**config.mk**
```make
export PLATFORM = sky130hd
export DESIGN_NAME = ring_meas_sched
export DESIGN_NICKNAME = d
export VERILOG_FILES = /design/src/rtl/ring_meas_sched.sv
export SDC_FILE = /design/constraint.sdc
export NUM_CORES = 1
export LEC_CHECK = 0
export ABC_CLOCK_PERIOD_IN_PS = 3000
export BUFFER_PORTS_ARGS = -buffer_cell sky130_fd_sc_hd__buf_2
export CELL_PAD_IN_SITES_DETAIL_PLACEMENT = 0
export CELL_PAD_IN_SITES_GLOBAL_PLACEMENT = 1
export CORE_MARGIN = 2
export CORE_UTILIZATION = 35
export CTS_CLUSTER_SIZE = 24
export DETAILED_ROUTE_END_ITERATION = 8
export HOLD_SLACK_MARGIN = 0.1
export PLACE_DENSITY = 0.72
export REMOVE_ABC_BUFFERS = 1
export SLEW_MARGIN = 0
export SYNTH_ARGS = -nofsm -noshare
export SYNTH_HDL_FRONTEND = slang
export SYNTH_SLANG_ARGS = --single-unit
```
**constraint.sdc**
```tcl
create_clock -name i_clk -period 3 [get_ports i_clk]
set_clock_uncertainty 0.2 [all_clocks]
set_input_delay 0.3 -clock i_clk [delete_from_list [all_inputs] [get_ports i_clk]]
set_output_delay 0.3 -clock i_clk [all_outputs]
set_load 0.05 [all_outputs]
```
**src/rtl/ring_meas_sched.sv**
```systemverilog
// ring_meas_sched: measurement scheduler for the ring-oscillator frequency channels.
// Shares one capture path between pCHANS ring counters. For each selected channel it
// runs a counter clear, a gate window of exactly pWINDOW clocks, a settle interval for
// the grey synchronizer, then samples the grey count and presents it in binary.
//
// Ports:
//   i_clk, i_rst_n      reference clock, asynchronous active-low reset
//   i_start             start a sweep (IDLE only)
//   i_continuous        sampled in NEXT: wrap and sweep again
//   i_abort             synchronous abort to IDLE, highest priority
//   i_chan_mask         channels to measure, latched at start and at each wrap
//   i_count_grey        synchronized grey count of channel o_sel
//   o_sel               capture mux select
//   o_clr               counter clear to the selected ring counter
//   o_gate              one-hot count enable
//   o_busy              high in every state except IDLE
//   o_valid             one-cycle pulse, new o_result/o_result_chan/o_ovf
//   o_result            binary count of the last sampled channel
//   o_result_chan       channel of o_result
//   o_ovf               o_result is all ones
//   o_done              one-cycle pulse at the end of a non-continuous sweep
module ring_meas_sched #(
    parameter int unsigned pCHANS  = 4,
    parameter int unsigned pCW     = 16,
    parameter int unsigned pWINDOW = 1000,
    parameter int unsigned pCLR    = 4,
    parameter int unsigned pSETTLE = 4,
    localparam int unsigned SW     = (pCHANS > 1) ? $clog2(pCHANS) : 1
) (
    input  logic              i_clk,
    input  logic              i_rst_n,
    input  logic              i_start,
    input  logic              i_continuous,
    input  logic              i_abort,
    input  logic [pCHANS-1:0] i_chan_mask,
    input  logic [pCW-1:0]    i_count_grey,
    output logic [SW-1:0]     o_sel,
    output logic              o_clr,
    output logic [pCHANS-1:0] o_gate,
    output logic              o_busy,
    output logic              o_valid,
    output logic [pCW-1:0]    o_result,
    output logic [SW-1:0]     o_result_chan,
    output logic              o_ovf,
    output logic              o_done
);

    localparam int unsigned TMAX0 = (pWINDOW > pCLR) ? pWINDOW : pCLR;
    localparam int unsigned TMAX  = (TMAX0 > pSETTLE) ? TMAX0 : pSETTLE;
    localparam int unsigned TW    = $clog2(TMAX + 1);

    typedef enum logic [2:0] {
        S_IDLE, S_CLEAR, S_GATE, S_SETTLE, S_SAMPLE, S_NEXT
    } state_t;

    state_t              r_state;
    logic [TW-1:0]       r_timer;
    logic [pCHANS-1:0]   r_mask;
    logic [SW-1:0]       r_sel;
    logic                r_clr;
    logic [pCHANS-1:0]   r_gate;
    logic                r_busy;
    logic                r_valid;
    logic [pCW-1:0]      r_result;
    logic [SW-1:0]       r_result_chan;
    logic                r_ovf;
    logic                r_done;

    logic [pCW-1:0]      w_bin;
    logic [pCHANS-1:0]   w_above;
    logic [SW-1:0]       w_first_new;
    logic [SW-1:0]       w_first_above;
    logic                w_has_above;
    logic [pCHANS-1:0]   w_sel_onehot;

    // Lowest set bit of a channel mask (0 when empty).
    function automatic logic [SW-1:0] f_lowest(input logic [pCHANS-1:0] m);
        logic [SW-1:0] idx;
        idx = '0;
        for (int i = int'(pCHANS) - 1; i >= 0; i--) begin
            if (m[i]) idx = SW'(i);
        end
        return idx;
    endfunction

    // Grey-to-binary: each binary bit is the running XOR from the MSB down.
    always_comb begin
        w_bin = '0;
        w_bin[pCW-1] = i_count_grey[pCW-1];
        for (int i = int'(pCW) - 2; i >= 0; i--) begin
            w_bin[i] = w_bin[i+1] ^ i_count_grey[i];
        end
    end

    // Latched channels strictly above the current selection.
    always_comb begin
        w_above = '0;
        for (int i = 0; i < int'(pCHANS); i++) begin
            w_above[i] = r_mask[i] && (i > int'(r_sel));
        end
    end

    assign w_has_above   = |w_above;
    assign w_first_above = f_lowest(w_above);
    assign w_first_new   = f_lowest(i_chan_mask);
    assign w_sel_onehot  = pCHANS'(1) << r_sel;

    // Scheduler FSM with registered outputs.
    always_ff @(posedge i_clk or negedge i_rst_n) begin
        if (!i_rst_n) begin
            r_state       <= S_IDLE;
            r_timer       <= '0;
            r_mask        <= '0;
            r_sel         <= '0;
            r_clr         <= 1'b0;
            r_gate        <= '0;
            r_busy        <= 1'b0;
            r_valid       <= 1'b0;
            r_result      <= '0;
            r_result_chan <= '0;
            r_ovf         <= 1'b0;
            r_done        <= 1'b0;
        end else begin
            r_valid <= 1'b0;
            r_done  <= 1'b0;
            if (i_abort) begin
                r_state <= S_IDLE;
                r_timer <= '0;
                r_clr   <= 1'b0;
                r_gate  <= '0;
                r_busy  <= 1'b0;
            end else begin
                case (r_state)
                    S_IDLE: begin
                        if (i_start && (|i_chan_mask)) begin
                            r_mask  <= i_chan_mask;
                            r_sel   <= w_first_new;
                            r_clr   <= 1'b1;
                            r_busy  <= 1'b1;
                            r_timer <= TW'(pCLR - 1);
                            r_state <= S_CLEAR;
                        end
                    end
                    S_CLEAR: begin
                        if (r_timer == '0) begin
                            r_clr   <= 1'b0;
                            r_gate  <= w_sel_onehot;
                            r_timer <= TW'(pWINDOW - 1);
                            r_state <= S_GATE;
                        end else begin
                            r_timer <= r_timer - TW'(1);
                        end
                    end
                    S_GATE: begin
                        if (r_timer == '0) begin
                            r_gate  <= '0;
                            r_timer <= TW'(pSETTLE - 1);
                            r_state <= S_SETTLE;
                        end else begin
                            r_timer <= r_timer - TW'(1);
                        end
                    end
                    S_SETTLE: begin
                        if (r_timer == '0) begin
                            r_state <= S_SAMPLE;
                        end else begin
                            r_timer <= r_timer - TW'(1);
                        end
                    end
                    S_SAMPLE: begin
                        r_result      <= w_bin;
                        r_result_chan <= r_sel;
                        r_ovf         <= &w_bin;
                        r_valid       <= 1'b1;
                        r_state       <= S_NEXT;
                    end
                    S_NEXT: begin
                        if (w_has_above) begin
                            r_sel   <= w_first_above;
                            r_clr   <= 1'b1;
                            r_timer <= TW'(pCLR - 1);
                            r_state <= S_CLEAR;
                        end else if (i_continuous && (|i_chan_mask)) begin
                            r_mask  <= i_chan_mask;
                            r_sel   <= w_first_new;
                            r_clr   <= 1'b1;
                            r_timer <= TW'(pCLR - 1);
                            r_state <= S_CLEAR;
                        end else begin
                            // An empty wrap mask ends the sweep like a one-shot sweep.
                            if (i_continuous) r_mask <= i_chan_mask;
                            r_busy  <= 1'b0;
                            r_done  <= 1'b1;
                            r_state <= S_IDLE;
                        end
                    end
                    default: begin
                        r_state <= S_IDLE;
                        r_clr   <= 1'b0;
                        r_gate  <= '0;
                        r_busy  <= 1'b0;
                    end
                endcase
            end
        end
    end

    assign o_sel         = r_sel;
    assign o_clr         = r_clr;
    assign o_gate        = r_gate;
    assign o_busy        = r_busy;
    assign o_valid       = r_valid;
    assign o_result      = r_result;
    assign o_result_chan = r_result_chan;
    assign o_ovf         = r_ovf;
    assign o_done        = r_done;

endmodule

```
# Yosys cells after proc, flatten, opt, wreduce, memory -nomap -nowiden
# Cells that the tools add are included.
# totals
elab_cells	128
output_inout_bits	29
reg_bits	46
inputBits	25
# op_classes
eq_ne	20
n_bitwise	16
mux	52
shifts	1
addsub	1
n_reduce_logical	23
magnitude_cmp	3
# ops
cell	n
two-way mux 10 bit	7
case mux 10 bit (5 select lines)	1
two-way mux 4 bit	7
!= test 3 bit, second input constant	9
two-way mux 2 bit	10
AND reduction 4 bit	5
case mux 3 bit (6 select lines)	1
two-way mux 1 bit	16
AND reduction 16 bit	1
two-way mux 3 bit	5
XOR 1 bit	15
case mux 4 bit (3 select lines)	1
OR reduction 4 bit	3
zero test 10 bit	1
subtractor 10 x 1 -> 10 bit, second input constant	1
case mux 4 bit (2 select lines)	1
== test 3 x 2 -> 1 bit, second input constant	2
== test 3 bit, second input constant	2
!= test 2 x 1 -> 1 bit, second input constant	3
nonzero test 6 bit	1
OR reduction 3 bit	2
logical AND 1 bit	5
AND reduction 5 bit	1
> comparator 2 bit, first input constant	2
other kinds (13)	14

# Longest topological paths before layout
# logic_depth
word_depth	16
mapped_depth	16
depth_no_buf	16

# Worst setup path after synthesis
# OpenSTA, ideal clock, no wires.
# synth_timing
path_type	in2reg
from	input i_count_grey[14]
to	register r_ovf (netlist: o_ovf)
path_stages	16
setup_time_ns	0.110
path_slack_ns	-1.201
t_required_ns	2.690
n_path_buf	0
t_arrival_ns	3.890
path_cell_list	xor2_1 ha_1 xnor2_1 ha_1 xnor2_1 ha_1 xnor2_1 ha_1 xnor2_1 ha_1 xnor2_1 ha_1 xnor2_1 ha_1 xor2_1 o41ai_1
# synth_between
elab_chain_cells	16
# synth_rtl
item	line	rtl
start: declaration	36	input logic [pCW-1:0] i_count_grey,
XOR 1 bit * (3 in a row)	91	w_bin[i] = w_bin[i+1] ^ i_count_grey[i];
via w_bin[12]	69	logic [pCW-1:0] w_bin;
XOR 1 bit * (2 in a row)	91	
via w_bin[10]	69	
XOR 1 bit * (2 in a row)	91	
via w_bin[8]	69	
XOR 1 bit * (2 in a row)	91	
via w_bin[6]	69	
XOR 1 bit * (2 in a row)	91	
via w_bin[4]	69	
XOR 1 bit * (2 in a row)	91	
via w_bin[2]	69	
XOR 1 bit (2 in a row)	91	
AND reduction 16 bit *	173	r_ovf <= &w_bin;
end signal: assignment	173	
end: declaration	66	logic r_ovf;
# Mark *: on every way through the listed nets, which the timed path passes. The rest lies on a longest branch.
# A chain may end at the register's enable or synchronous reset.

# Worst setup path in the final report
# layout_timing
from	input i_count_grey[14]
to	register r_ovf (netlist: o_ovf)
# layout_between
elab_chain_cells	16
# layout_rtl
item	line
XOR 1 bit *	91
via w_bin[14]	69
XOR 1 bit * (2 in a row)	91
via w_bin[12]	69
XOR 1 bit * (2 in a row)	91
via w_bin[10]	69
XOR 1 bit * (2 in a row)	91
via w_bin[8]	69
XOR 1 bit * (2 in a row)	91
via w_bin[6]	69
XOR 1 bit * (2 in a row)	91
via w_bin[4]	69
XOR 1 bit * (2 in a row)	91
via w_bin[2]	69
XOR 1 bit (2 in a row)	91
AND reduction 16 bit *	173
# Marks and branches as above.

==> results.ini <==
[synth]
synth_flop_cell = dfrtp_1
synth_top_area_share_pct = 43.6
synth_seq_area_share_pct = 43.6
yosysMostFrequentCell = dfrtp_1
syn_inst = 260
syn_area_um2 = 2580
synthTopCellsByArea = dfrtp_1 44%, mux2_2 7.8%, ha_1 3.9%
synth_commonest_cells = 45 x dfrtp_1, 23 x nand2_1, 19 x nor2_1
synth_edf_count = 0
syn_avg_cell_area_um2 = 9.93
yosys_warnings = 0
synth_area_leader_cell = dfrtp_1
ys_seq_elements = 45
async_flop_share_pct = 100
yosysUniqueCellTypes = 59

[layout]
fillers = 715
layout.nets = 346
num_antenna_cells = 0
multi_input_area_um2 = 1570
regArea_um2 = 1130
final_layout_size_suffix_gt1_share_pct = 35.7
area_delta_synth_final_pct = 29.3

[cts]
numCtsBuffers = 5
max-clock-path-buffers = 2
worstSkewPairLatency_ps = 310
cts_num_sinks = 45
htreeDepth = 2
root_buffer = clkbuf_8
clk_pin_slew_ps = 90
cts_tree = done

[timing]
setup_viol = 6
rsz0062_at_grt = true
fin_setup_tns_ps = -2110
worst_pin_slew_ps = 1030
slew_headroom_pct = 31.5
timing.hold.ws_ps = 116
finalCritPeriodShare_pct = 122
fmax_ghz = 0.274
final.min_clock_period_ps = 3650
final-hold-violation-count = 0
slew_viol_final = 0
setup_ws_ps = -651

[power_and_ir_drop]
ir_drop_uv = 442
p_total_uw = 3460
power_density_nw_per_um2 = 1030
leakagePower_uw = 0.00158

[worst_setup_path]
arrival_ps = 3660
path_cells = buf_8 -> xor2_4 -> ha_4 -> xnor2_4 -> ha_4 -> xnor2_4 -> ha_4 -> xnor2_4 -> ha_4 -> xnor2_4 -> ha_4 -> xnor2_4 -> ha_4 -> xnor2_4 -> ha_4 -> xor2_2 -> o41ai_2
critPathBufInv = 1
cpMaxStageDelayCell = ha_4
cpPeakStageDelay_ps = 290
crit_path_end_kind = register
crit_top_cell = ha_4
cp-start-kind = input pin
critPathMaxFanout = 2
cp_top_family = adder cells
critPathKind = input pin to register
cp.required_ps = 3010

[routing]
drc = 0
num_vias = 2141
postRouteAntennaNets = 0
dr.pass1.iters = 4
wl_um = 6030
vias_per_cell = 5.18
wl_per_cell_um = 14.6
drtIter0Drc = 93

[outcome]
status = complete, but fails checks
violations = setup timing

[placement]
portBuffers = 53
hpwl_um = 4140
gp_congestion = 0.835

[global_route]
grtUsageTotal_pct = 15.0
grt_overflow = 0
grt_pass1_vias = 1986
grt_first_pass_wirelength_um = 9970
grt_start_max_net_pins = 46
antenna_found_initial = 0

[die]
dieArea_um2 = 8080
die_x_um = 89.9
ios = 54
fp.coreArea_um2 = 7210
die_h_um = 89.9
initial_core_util_pct = 35.8
core.rowCount = 31

[min_path]
hp-class = input pin to register

[run]
cap_viol_max_count = 0

flip-flops by register name, summed over array words and instances, names as in the netlist:
register and flops:
o_done 1, o_busy 1, r_timer 10, o_result 16, r_state 3, o_clr 1, o_valid 1, o_result_chan 2
o_sel 2, o_gate 4, r_mask 3, o_ovf 1
metrics by stage:
step	util, %	area, um2	worst slack [ps]	instances
5_1_grt	46.3	3340	-766	413
3_3_place_gp	40.4	2920	-1540	399
3_5_place_dp	40.4	2920	-1660	399
2_1_floorplan	-	2510	-1200	244
4_1_cts	44.3	3190	-1030	412
6_report	46.3	3340	-651	413
where the power goes:
group | switching, uW | internal, uW | total, uW | leakage, uW
combinational | 1180 | 758 | 1940 | 0.000914
sequential | 237 | 808 | 1050 | 0.000605
clock | 223 | 250 | 473 | 0.0000554
total | 1640 | 1820 | 3460 | 0.00158
timing repair:
| action | CTS | global route |
|---|---|---|
| gates resized for setup | 16 | 13 |
| pin swaps | 5 | 5 |
| hold endpoints to repair | 47 | 0 |
| endpoints found under the setup margin | 7 | 6 |
| setup buffers | 2 | 1 |
| hold buffers | 3 | 0 |
metal layers:
metal	routed length (um)	vias up	track usage [%]
met5	0	-	0
met1	2890	1022	21.8
met2	2750	67	22.9
met3	331	5	3.27
met4	61	0	3.46
li1	-	1047	-
worst paths after layout:
| kind | start | end | slack, ps | depth (start not counted) |
|---|---|---|---|---|
| max | i_count_grey[14] | o_ovf | -650 | 17 |
| min | i_chan_mask[2] | r_mask[2] | 120 | 2 |
| max reg2reg | r_timer[0] | r_timer[0] | 420 | 7 |
| min reg2reg | o_result[1] | o_result[1] | 290 | 2 |
| max in group asynchronous | i_rst_n | r_state[2] | 1450 | 2 |
| min in group asynchronous | i_rst_n | r_timer[9] | 510 | 2 |
cell families (layout without fill, tap and decap cells):
kind of cell	Yosys count	count (layout)	share of synthesized area [%]
simple gates	85	85	18.0
compound gates	64	64	17.6
flops	45	45	43.6
buf+inv	29	83	4.84
mux	20	20	9.01
xor+xnor	9	9	3.05
fa+ha+maj	8	8	3.88
layout make-up:
type,instances,share of cell area (%)
tap,99,3.71
clock buffer,6,2.17
sequential,45,33.7
inverter,13,1.46
timing repair buffer,62,10.7
multi-input combinational,186,47.1
clock inverter,2,1.16
cell usage in the layout, fill, tap and decap left out, types with 4 or more instances in the layout:
cell type and n:
ha_4 7, a21oi_1 12, clkbuf_8 5, xnor2_4 6
nor4_1 4, nor2_1 19, mux2_2 16, nor2b_1 5
o21ai_0 13, inv_1 13, nand4_1 5, nor3_1 7
mux2_4 4, buf_2 51, buf_4 6, dfrtp_1 45
nand2_1 23
Note: power is estimated with default switching activity, not from simulation.
